==> src/rtl/str_wr_core.sv <==
// ---------------------------------------------------------------------------
// str_wr_core
// AXI4-Lite register front end that gathers N_PKT 32-bit words into a buffer.
// Once every word has been written since the last beat (or since the last
// software clear), the buffer is presented as one packed beat on a
// valid/ready stream.  It is held stable until the beat is accepted.
//
// Ports
//   S_AXI_ACLK, S_AXI_ARESET    clock, synchronous active-high reset
//   S_AXI_AW*/W*/B*/AR*/R*      AXI4-Lite slave (responses always OKAY)
//   m_tdata/m_tvalid/m_tready   packed output beat, word k at [32k+31:32k]
//   busy                        high while a beat is pending on the stream
//   write_data_count,
//   read_data_count             downstream FIFO levels, readable at 0x00/0x04
//
// Register map (word index = addr[7:2])
//   0x00 write_data_count RO    0x04 read_data_count RO
//   0x08 word_written RO        0x0C rd: pkt_count, wr: bit0=1 clears word_written
//   0x10+4k data word k R/W
// ---------------------------------------------------------------------------
module str_wr_core #(
    parameter int C_S_AXI_DATA_WIDTH = 32,
    parameter int C_S_AXI_ADDR_WIDTH = 8,
    parameter int N_PKT              = 3
) (
    input  logic                            S_AXI_ACLK,
    input  logic                            S_AXI_ARESET,
    input  logic [C_S_AXI_ADDR_WIDTH-1:0]   S_AXI_AWADDR,
    input  logic [2:0]                      S_AXI_AWPROT,
    input  logic                            S_AXI_AWVALID,
    output logic                            S_AXI_AWREADY,
    input  logic [C_S_AXI_DATA_WIDTH-1:0]   S_AXI_WDATA,
    input  logic [C_S_AXI_DATA_WIDTH/8-1:0] S_AXI_WSTRB,
    input  logic                            S_AXI_WVALID,
    output logic                            S_AXI_WREADY,
    output logic [1:0]                      S_AXI_BRESP,
    output logic                            S_AXI_BVALID,
    input  logic                            S_AXI_BREADY,
    input  logic [C_S_AXI_ADDR_WIDTH-1:0]   S_AXI_ARADDR,
    input  logic [2:0]                      S_AXI_ARPROT,
    input  logic                            S_AXI_ARVALID,
    output logic                            S_AXI_ARREADY,
    output logic [C_S_AXI_DATA_WIDTH-1:0]   S_AXI_RDATA,
    output logic [1:0]                      S_AXI_RRESP,
    output logic                            S_AXI_RVALID,
    input  logic                            S_AXI_RREADY,
    output logic [32*N_PKT-1:0]             m_tdata,
    output logic                            m_tvalid,
    input  logic                            m_tready,
    output logic                            busy,
    input  logic [31:0]                     write_data_count,
    input  logic [31:0]                     read_data_count
);

    // state | meaning
    // FILL  | collecting words from AXI writes, stream idle
    // SEND  | beat presented on the stream, buffer frozen
    localparam logic [0:0] ST_FILL = 1'b0;
    localparam logic [0:0] ST_SEND = 1'b1;

    localparam int IW = C_S_AXI_ADDR_WIDTH - 2;

    localparam logic [IW-1:0] IDX_WDC  = IW'(0);
    localparam logic [IW-1:0] IDX_RDC  = IW'(1);
    localparam logic [IW-1:0] IDX_WW   = IW'(2);
    localparam logic [IW-1:0] IDX_CTRL = IW'(3);

    logic [0:0]       state_q, state_d;
    logic [31:0]      pkt_buf_q [N_PKT];
    logic [31:0]      pkt_buf_d [N_PKT];
    logic [N_PKT-1:0] ww_q, ww_d;
    logic [31:0]      pkt_cnt_q, pkt_cnt_d;

    logic             awready_q, bvalid_q;
    logic             arready_q, rvalid_q;
    logic [31:0]      rdata_q;
    logic [31:0]      rd_data;

    logic             wr_en, rd_en;
    logic [IW-1:0]    aw_idx, ar_idx;

    assign aw_idx = S_AXI_AWADDR[C_S_AXI_ADDR_WIDTH-1:2];
    assign ar_idx = S_AXI_ARADDR[C_S_AXI_ADDR_WIDTH-1:2];

    // AWREADY/WREADY are one shared register; the write lands in the cycle
    // it is high, so the address and data are taken straight off the bus.
    assign wr_en = awready_q && S_AXI_AWVALID && S_AXI_WVALID;
    assign rd_en = arready_q && S_AXI_ARVALID;

    always_comb begin
        rd_data = '0;
        case (ar_idx)
            IDX_WDC:  rd_data = write_data_count;
            IDX_RDC:  rd_data = read_data_count;
            IDX_WW:   rd_data = 32'(ww_q);
            IDX_CTRL: rd_data = pkt_cnt_q;
            default:  rd_data = '0;
        endcase
        for (int k = 0; k < N_PKT; k++) begin
            if (ar_idx == IW'(4 + k)) rd_data = pkt_buf_q[k];
        end
    end

    always_comb begin
        state_d   = state_q;
        ww_d      = ww_q;
        pkt_cnt_d = pkt_cnt_q;
        for (int k = 0; k < N_PKT; k++) pkt_buf_d[k] = pkt_buf_q[k];

        if (state_q == ST_FILL) begin
            if (wr_en) begin
                for (int k = 0; k < N_PKT; k++) begin
                    if (aw_idx == IW'(4 + k)) begin
                        for (int b = 0; b < 4; b++) begin
                            if (S_AXI_WSTRB[b]) pkt_buf_d[k][8*b +: 8] = S_AXI_WDATA[8*b +: 8];
                        end
                        ww_d[k] = 1'b1;
                    end
                end
                if (aw_idx == IDX_CTRL && S_AXI_WDATA[0]) ww_d = '0;
                // Go straight to SEND on the edge that completes the set.
                if (&ww_d) state_d = ST_SEND;
            end
        end else begin
            // AXI writes still complete in SEND but touch nothing here.
            if (m_tready) begin
                state_d   = ST_FILL;
                ww_d      = '0;
                pkt_cnt_d = pkt_cnt_q + 32'd1;
            end
        end
    end

    always_ff @(posedge S_AXI_ACLK) begin
        if (S_AXI_ARESET) begin
            state_q   <= ST_FILL;
            ww_q      <= '0;
            pkt_cnt_q <= '0;
            for (int k = 0; k < N_PKT; k++) pkt_buf_q[k] <= '0;
            awready_q <= 1'b0;
            bvalid_q  <= 1'b0;
            arready_q <= 1'b0;
            rvalid_q  <= 1'b0;
            rdata_q   <= '0;
        end else begin
            state_q   <= state_d;
            ww_q      <= ww_d;
            pkt_cnt_q <= pkt_cnt_d;
            for (int k = 0; k < N_PKT; k++) pkt_buf_q[k] <= pkt_buf_d[k];

            awready_q <= !awready_q && S_AXI_AWVALID && S_AXI_WVALID && !bvalid_q;
            if (wr_en)
                bvalid_q <= 1'b1;
            else if (S_AXI_BREADY)
                bvalid_q <= 1'b0;

            arready_q <= !arready_q && S_AXI_ARVALID && !rvalid_q;
            if (rd_en) begin
                rvalid_q <= 1'b1;
                rdata_q  <= rd_data;
            end else if (S_AXI_RREADY) begin
                rvalid_q <= 1'b0;
            end
        end
    end

    always_comb begin
        m_tdata = '0;
        for (int k = 0; k < N_PKT; k++) m_tdata[32*k +: 32] = pkt_buf_q[k];
    end

    assign m_tvalid      = (state_q == ST_SEND);
    assign busy          = m_tvalid;
    assign S_AXI_AWREADY = awready_q;
    assign S_AXI_WREADY  = awready_q;
    assign S_AXI_BVALID  = bvalid_q;
    assign S_AXI_BRESP   = 2'b00;
    assign S_AXI_ARREADY = arready_q;
    assign S_AXI_RVALID  = rvalid_q;
    assign S_AXI_RDATA   = rdata_q;
    assign S_AXI_RRESP   = 2'b00;

    // Protection bits and byte-offset address bits carry no meaning here.
    logic unused_ok;
    assign unused_ok = ^{S_AXI_AWPROT, S_AXI_ARPROT, S_AXI_AWADDR[1:0], S_AXI_ARADDR[1:0]};

endmodule

==> config.mk <==
export PLATFORM = sky130hd
export DESIGN_NAME = str_wr_core
export DESIGN_NICKNAME = d
export VERILOG_FILES = /design/src/rtl/str_wr_core.sv
export SDC_FILE = /design/constraint.sdc
export NUM_CORES = 1
export LEC_CHECK = 0
export ABC_CLOCK_PERIOD_IN_PS = 2140
export CORE_ASPECT_RATIO = 1.2
export CORE_MARGIN = 2
export CORE_UTILIZATION = 47
export CTS_BUF_LIST = sky130_fd_sc_hd__clkbuf_4 sky130_fd_sc_hd__clkbuf_8 sky130_fd_sc_hd__clkbuf_16
export DETAILED_ROUTE_END_ITERATION = 16
export PLACE_DENSITY = 0.82
export SYNTH_ARGS = -nofsm -noshare
export SYNTH_HDL_FRONTEND = slang
export SYNTH_SLANG_ARGS = --single-unit
==> constraint.sdc <==
create_clock -name S_AXI_ACLK -period 2.14 [get_ports S_AXI_ACLK]
set_input_delay 0.214 -clock S_AXI_ACLK [delete_from_list [all_inputs] [get_ports S_AXI_ACLK]]
set_output_delay 0.214 -clock S_AXI_ACLK [all_outputs]
set_load 0.05 [all_outputs]
==> summary.md, run 1 <==
| Metric | Value |
|---|---|
| Outcome | `complete, no violations` |
| CP Buf/Inv Count | `0` |
| Final setup violating endpoints | `0` |
| Post-DP Area | `0.0115 mm²` |
| Number of synthesized flops with an enable pin | `0` |
| Worst-path cell with the longest stage delay | `or4_4` |
| CTS Buf Count | `17` |
| CTS tree | `yes` |
| Critical path required time | `2.50 ns` |
| Top cell type's share of synthesized area | `40.1%` |
| Tcrit/Tclk final | `95.2%` |
| P&R area growth vs syn | `43.8%` |
| PnR worst setup slack | `0.103 ns` |
| GRT Total Usage | `29.5%` |
| Min-delay worst type | `input port to register` |
| R2r endpoint | `pkt_cnt_q[28]$_SDFFE_PP0P_` |
| Seq cells post-synth | `168` |
| Layout cells sized above 1 | `12.4%` |
| Design Area, Final | `0.0120 mm²` |
| Drt pass-1 iters | `5` |
| Initial core utilization | `47.9%` |
| Clock slew seen by the registers of the worst setup and hold paths | `0.06 ns` |
| Die H | `150 µm` |
| Avg WL per Cell | `20.4 µm` |
| Antenna cells | `0` |
| Clock Skew | `0.00603 ns` |
| CP Class | `register to register` |
| Post-cts gate resize count | `0` |
| Starting DRC count in detailed routing | `600` |
| Crit path launch | `pkt_cnt_q[7]$_SDFFE_PP0P_` |
| Crit path largest cell delay | `0.67 ns` |
| Area contributors post-synth | `dfxtp_1 40%, mux2i_1 11%, nor2_1 5.5%, mux2_2 4.3%, o31ai_1 3.1%` |
| Die area | `0.0189 mm²` |
| CP Max Fanout | `22` |
| Post-DR vias/cell | `5.83` |
| GPL Wtd Cong | `0.877` |
| Core area | `0.0175 mm²` |
| Tmin final | `2.04 ns` |
| I/O pin cnt | `269` |
| RSZ-0062 raised after global routing | `no` |
| CP top delay family | `simple AND/OR/NAND/NOR gates` |
| Reg2reg setup slack | `0.10 ns` |
| Dominant cell type by area after synthesis | `dfxtp_1` |
| Hpwl dp | `21,200 µm` |
| Maximum number of pins on one net before global-route repair | `54` |
| Avg Cell Area, Syn | `9.02 µm²` |
| Async SR Flop Fraction | `0%` |
| Max Clock Freq | `491 MHz` |
| P per Cell Area | `581 mW/mm²` |
| Worst Setup Start Kind | `register` |
| CTS root buf | `clkbuf_16` |
| Slew headroom | `20.9%` |
| GR Overflow Total | `0` |
| VDD IR max | `543 µV` |
| CP endpoint kind | `register` |
| Hold Startpoint | `S_AXI_ARESET` |
| Arrival time worst endpoint | `2.40 ns` |
| Htree depth | `4` |
| Row count | `53` |
| Yosys cell types | `56` |
| Least-Margin Pin Slew | `1.18 ns` |
| Worst skew pair latency | `0.43 ns` |
| Pre-CTS WS | `-0.101 ns` |
| Hold Path Cell Cnt | `2` |
| CP Cell Sequence | `nand4_2, or4_4, or4_1, a21oi_1` |
| Initial antenna violation count | `0` |
| Vias | `8,325` |
| Post-route DRC | `0` |
| Slew Viols, Final | `0` |
| Nets | `1,326` |
| Global-route wire length before repair | `43,700 µm` |
| Die W | `126 µm` |
| CTS max path bufs | `2` |
| Endpoints failing hold | `0` |
| # port buffers | `254` |
| Max-Cap Viols | `0` |
| CTS sink count | `168` |
| Mapped Area | `0.00838 mm²` |
| R2R depth | `4` |
| Leakage | `5.01 nW` |
| # hold bufs at CTS | `0` |
| Vias in the first global route | `7,964` |
| Ys Warns | `0` |
| Sequential-to-total area share from yosys stat | `40.1%` |
| FF-to-FF Start | `pkt_cnt_q[7]$_SDFFE_PP0P_` |
| Wirelength, routed | `29,100 µm` |
| Routed Antenna Nets | `0` |
| Setup Fix Bufs, Post-CTS | `0` |
| WHS Endpoint | `pkt_cnt_q[5]$_SDFFE_PP0P_` |
| Gate Count Post-Synth | `929` |
| Most common flop cell mapped by yosys | `dfxtp_1` |
logic make-up after synthesis:
kind of cell	share of synthesized area [%]
compound gates	17.0
xor+xnor	1.15
fa+ha+maj	0.149
buf+inv	5.42
flops	40.1
mux	16.6
other cells	0.0448
simple gates	19.5
layer usage:
| layer | part of all wire [%] | up-vias | track usage (%) | wire length [µm] |
|---|---|---|---|---|
| met3 | 6.7 | 52 | 5.69 | 1960 |
| met1 | 42 | 3996 | 37.0 | 12100 |
| met5 | 0 | - | 0 | 0 |
| met2 | 49 | 333 | 50.9 | 14400 |
| li1 | - | 3944 | - | - |
| met4 | 2.4 | 0 | 10.2 | 698 |
metrics by stage:
stage | power, mW | setup TNS [ns] | std cells | utilization (%) | hold slack [ns]
after CTS | 6.99 | 0 | 1427 | 68.8 | 0.230
after detailed placement | 4.09 | -1.92 | 1396 | 65.6 | 0.443
after floorplan | 3.64 | 0 | 932 | - | 0.333
final | 6.99 | 0 | 1427 | 68.8 | 0.234
after global routing | 7.17 | 0 | 1427 | 68.8 | 0.248
after global placement | 4.09 | -0.0949 | 1396 | 65.6 | 0.435
how the worst max path moves through the flow:
| stage | slack [ns] | endpoint | cells after the start |
|---|---|---|---|
| final | 0.10 | pkt_cnt_q[28]$_SDFFE_PP0P_ | 4 |
| after detailed placement | -0.10 | S_AXI_RDATA[27]$_SDFFE_PP0P_ | 6 |
| after CTS | 0.12 | pkt_cnt_q[28]$_SDFFE_PP0P_ | 4 |
| after floorplan | 0.003 | pkt_cnt_q[30]$_SDFFE_PP0P_ | 6 |
| after global placement | -0.01 | S_AXI_RDATA[22]$_SDFFE_PP0P_ | 5 |
| after global routing | 0.005 | pkt_cnt_q[27]$_SDFFE_PP0P_ | 4 |
synth_stat cells (all sizes together) (2+ instances only):
cell and instances:
a2111oi 25, a211oi 4, a21oi 52, a222oi 3, a22o 25, a22oi 4, a32o 4, and2 2
and3 26, and4 3, buf 25, clkbuf 54, dfxtp 168, inv 31, mux2 32, mux2i 96
mux4 3, nand2 16, nand2b 3, nand3 13, nand3b 25, nand4 21, nor2 123, nor2b 7
nor3 30, nor4 4, nor4b 4, o21ai 11, o21bai 25, o22a 4, o22ai 4, o31ai 35
or2 3, or3 7, or4 14, or4b 2, xnor2 6, xor2 5
cell type report:
type / count / area (µm²)
clock buffers: 23 / 489
clock inverters: 8 / 72.6
fillers: 1398 / 5460
inverters: 31 / 116
multi-input cells: 654 / 4610
flip-flops and latches: 168 / 3360
well taps: 220 / 275
repair buffers: 323 / 3120
state kept, by name, indices dropped and copies added (netlist names), 3 cells and up:
signal	cells
pkt_buf_q	96
pkt_cnt_q	32
S_AXI_RDATA	32
ww_q	3
worst reg2reg max path, stage by stage (launching register included):
cell and delay [ns]:
dfxtp_1 0.44, nand4_2 0.16, or4_4 0.67, or4_1 0.54, a21oi_1 0.15
power breakdown:
| part | internal [mW] | total, mW | switching [mW] | leakage, nW |
|---|---|---|---|---|
| Sequential | 3.16 | 3.17 | 0.0189 | 1.36 |
| Clock | 1.72 | 2.96 | 1.24 | 0.275 |
| Combinational | 0.402 | 0.861 | 0.459 | 3.38 |
layout by cell type, fill, tap and decap left out, drive strengths merged, types with 13 or more instances in the layout:
master,Yosys,layout
nor3,30,30
dfxtp,168,168
or4,14,14
nor2,123,123
a2111oi,25,25
a22o,25,25
nand3,13,13
inv,31,31
o21bai,25,25
and3,26,26
mux2,32,32
clkbuf,54,23
a21oi,52,52
nand2,16,16
mux2i,96,96
o31ai,35,35
buf,25,72
nand4,21,21
clkdlybuf4s50,0,251
nand3b,25,25
(Power assumes the default switching activity.)
==> inputs of run 2 (changes only) <==
--- a/config.mk
+++ b/config.mk
@@ -5,7 +5,7 @@
 export SDC_FILE = /design/constraint.sdc
 export NUM_CORES = 1
 export LEC_CHECK = 0
-export ABC_CLOCK_PERIOD_IN_PS = 2140
+export ABC_CLOCK_PERIOD_IN_PS = 2050
 export CORE_ASPECT_RATIO = 1.2
 export CORE_MARGIN = 2
 export CORE_UTILIZATION = 47
==> constraint.sdc (replaced) <==
create_clock -name S_AXI_ACLK -period 2.05 [get_ports S_AXI_ACLK]
set_input_delay 0.205 -clock S_AXI_ACLK [delete_from_list [all_inputs] [get_ports S_AXI_ACLK]]
set_output_delay 0.205 -clock S_AXI_ACLK [all_outputs]
set_load 0.05 [all_outputs]
==> run 2 against run 1 <==
Effect of this change: hold slack worse by 0.035 ns; sequential share of layout area is 0.067 points lower; clock-buffer cell count is 4 lower; power is 6.6% higher; sequential power is 4% higher; sequential cell count stayed put; final cell count is 0.21% higher; die area stayed put; largest cell class unchanged; critical endpoint is now busy; critical path depth is 2 lower; cell area is 0.43% higher; clock power is 9.8% higher.
==> summary.md, run 2 (synthesis results as in run 1) <==
| Metric | Value |
|---|---|
| Min-delay worst type | `input port to register` |
| WHS Endpoint | `pkt_buf_q[0][19]$_SDFFE_PP0P_` |
| R2r endpoint | `pkt_cnt_q[28]$_SDFFE_PP0P_` |
| CTS sink count | `168 (unchanged)` |
| Avg WL per Cell | `20.3 µm (-0.53%)` |
| Global-route wire length before repair | `44,000 µm (+0.68%)` |
| Design Area, Final | `0.0121 mm² (+0.43%)` |
| Nets | `1,328 (+0.15%)` |
| Reg2reg setup slack | `0.11 ns (about the same)` |
| FF-to-FF Start | `pkt_cnt_q[9]$_SDFFE_PP0P_` |
| Final cell count without fillers | `1,430 (+0.21%)` |
| Clock Skew | `0.0101 ns (+0.00410 ns)` |
| Core area | `0.0175 mm² (unchanged)` |
| Post-DP Area | `0.0115 mm² (about the same)` |
| Setup TNS | `0 ns (unchanged)` |
| Initial core utilization | `47.9% (unchanged)` |
| GRT Total Usage | `29.7% (+0.21 points)` |
| Arrival time worst endpoint | `1.80 ns (-0.60 ns)` |
| Critical path required time | `1.85 ns (-0.65 ns)` |
| P&R area growth vs syn | `44.4%` |
| Final setup violating endpoints | `0 (unchanged)` |
| Post-DR vias/cell | `5.90 (+1.1%)` |
| Post-layout util | `69.1% (+0.29 points)` |
| # port buffers | `254 (unchanged)` |
| Crit path largest cell delay | `0.82 ns (+0.15 ns)` |
| Starting DRC count in detailed routing | `701 (+17%)` |
| CTS tree | `yes` |
| Max Clock Freq | `500 MHz` |
| Post-route DRC | `0 (unchanged)` |
| Total Power | `7.45 mW (+6.6%)` |
| Worst-path cell with the longest stage delay | `clkdlybuf4s50_1` |
| Endpoints failing hold | `0 (unchanged)` |
| Hpwl dp | `21,000 µm (-1.0%)` |
| Vias in the first global route | `8,065 (+1.3%)` |
| CP endpoint kind | `output pin` |
| Vias | `8,437 (+1.3%)` |
| Routed Antenna Nets | `0 (unchanged)` |
| R2R depth | `4 (unchanged)` |
| Tmin final | `2.00 ns` |
| Die W | `126 µm (unchanged)` |
| CTS root buf | `clkbuf_16` |
| Htree depth | `4 (unchanged)` |
| GPL Wtd Cong | `0.888 (+1.3%)` |
| Slew Viols, Final | `0 (unchanged)` |
| RSZ-0062 raised after global routing | `no` |
| Slew headroom | `22.1% (+1.3 points)` |
| Layout cells sized above 1 | `13.1% (+0.63 points)` |
| CP Max Fanout | `8 (-64%)` |
| Clock slew seen by the registers of the worst setup and hold paths | `0.06 ns (about the same)` |
| P per Cell Area | `616 mW/mm² (+6.1%)` |
| Drt pass-1 iters | `5 (unchanged)` |
| Max reg flops | `96 (unchanged)` |
| CTS Buf Count | `17 (unchanged)` |
| CTS max path bufs | `2 (unchanged)` |
| Most frequent cells in the layout | `251 x clkdlybuf4s50_1, 164 x dfxtp_1, 122 x nor2_1` |
| Maximum number of pins on one net before global-route repair | `53 (-1.9%)` |
| Largest reg by FF count | `pkt_buf_q` |
| Worst skew pair latency | `0.43 ns (about the same)` |
| Worst Setup Start Kind | `register` |
| Placed cells | `1,398 (+0.14%)` |
| Row count | `53 (unchanged)` |
| Fillers | `1,395 (-0.21%)` |
| Die area | `0.0189 mm² (unchanged)` |
| Leakage | `5.04 nW (+0.51%)` |
| I/O pin cnt | `269 (unchanged)` |
| Wirelength, routed | `29,000 µm (-0.32%)` |
| Antenna cells | `0 (unchanged)` |
| Outcome | `complete, no violations` |
| Initial antenna violation count | `0 (unchanged)` |
| Die H | `150 µm (unchanged)` |
| Hold Startpoint | `S_AXI_ARESET` |
| Tcrit/Tclk final | `97.6%` |
| Hold Path Cell Cnt | `2 (unchanged)` |
| VDD IR max | `541 µV (-0.33%)` |
| GR Overflow Total | `0 (unchanged)` |
| CP Class | `register to output pin` |
| Max-Cap Viols | `0 (unchanged)` |
| CP Cell Sequence | `buf_4, clkdlybuf4s50_1` |
| Least-Margin Pin Slew | `1.17 ns (-0.0190 ns)` |
| Most common cell after layout, fill and taps aside | `clkdlybuf4s50_1` |
-- run 2: cell types whose count changed in the layout (fill, tap and decap cells not counted), sizes merged --
cell,change
buf,+2
bufinv,+1
clkbuf,-4
clkinv,+2
clkinvlp,-1
inv,+3
-- run 2: where the power goes --
| part | internal (mW) | switching (mW) |
|---|---|---|
| clock | 1.87 | 1.38 |
| combinational | 0.415 | 0.478 |
| sequential | 3.29 | 0.0205 |
| total | 5.58 | 1.88 |
-- run 2: area by class of cell --
cell class                 count  area (µm²)  share of cell area (%)
multi-input combinational    654        4620                    38.1
sequential                   168        3370                    27.9
timing repair buffer         325        3130                    25.8
clock buffer                  19         453                    3.74
tap                          220         275                    2.28
clock inverter                13         143                    1.18
inverter                      31         116                   0.962
-- run 2: how the worst max path moves through the flow --
stage | from | end | slack (ns)
6_report | busy$_SDFF_PP0_ | busy | 0.05
5_1_grt | pkt_cnt_q[4]$_SDFFE_PP0P_ | pkt_cnt_q[30]$_SDFFE_PP0P_ | 0.01
4_1_cts | pkt_cnt_q[9]$_SDFFE_PP0P_ | pkt_cnt_q[28]$_SDFFE_PP0P_ | 0.05
3_5_place_dp | S_AXI_ARADDR[7] | S_AXI_RDATA[26]$_SDFFE_PP0P_ | -0.14
3_3_place_gp | m_tready | pkt_cnt_q[28]$_SDFFE_PP0P_ | -0.10
2_1_floorplan | busy$_SDFF_PP0_ | pkt_cnt_q[30]$_SDFFE_PP0P_ | 0.07
-- run 2: worst max-delay path, delay by kind of cell (launching register included) --
kind | cells | cell delay, ns
flip-flops | 1 | 0.37
buffers and inverters | 2 | 0.99
-- run 2: metal layers --
| metal | share of wire (%) | up-vias | GRT usage [%] |
|---|---|---|---|
| li1 | - | 3971 | - |
| met1 | 40 | 4012 | 36.4 |
| met2 | 49 | 392 | 49.8 |
| met3 | 7.7 | 62 | 6.57 |
| met4 | 3.5 | 0 | 14.3 |
| met5 | 0 | - | 0 |
-- run 2: stage by stage --
step                      hold WS [ns]  worst slack, ns
after floorplan                  0.317           0.0673
after global placement           0.426           -0.101
after detailed placement         0.435           -0.143
after CTS                        0.191           0.0486
after global routing             0.203           0.0150
final                            0.199           0.0485
-- run 2: timing repair --
action,in CTS,in global routing
hold buffers,0,0
buffers inserted,0,0
endpoints found under the setup margin,0,5
resized for setup,0,3
hold endpoints to repair,0,0
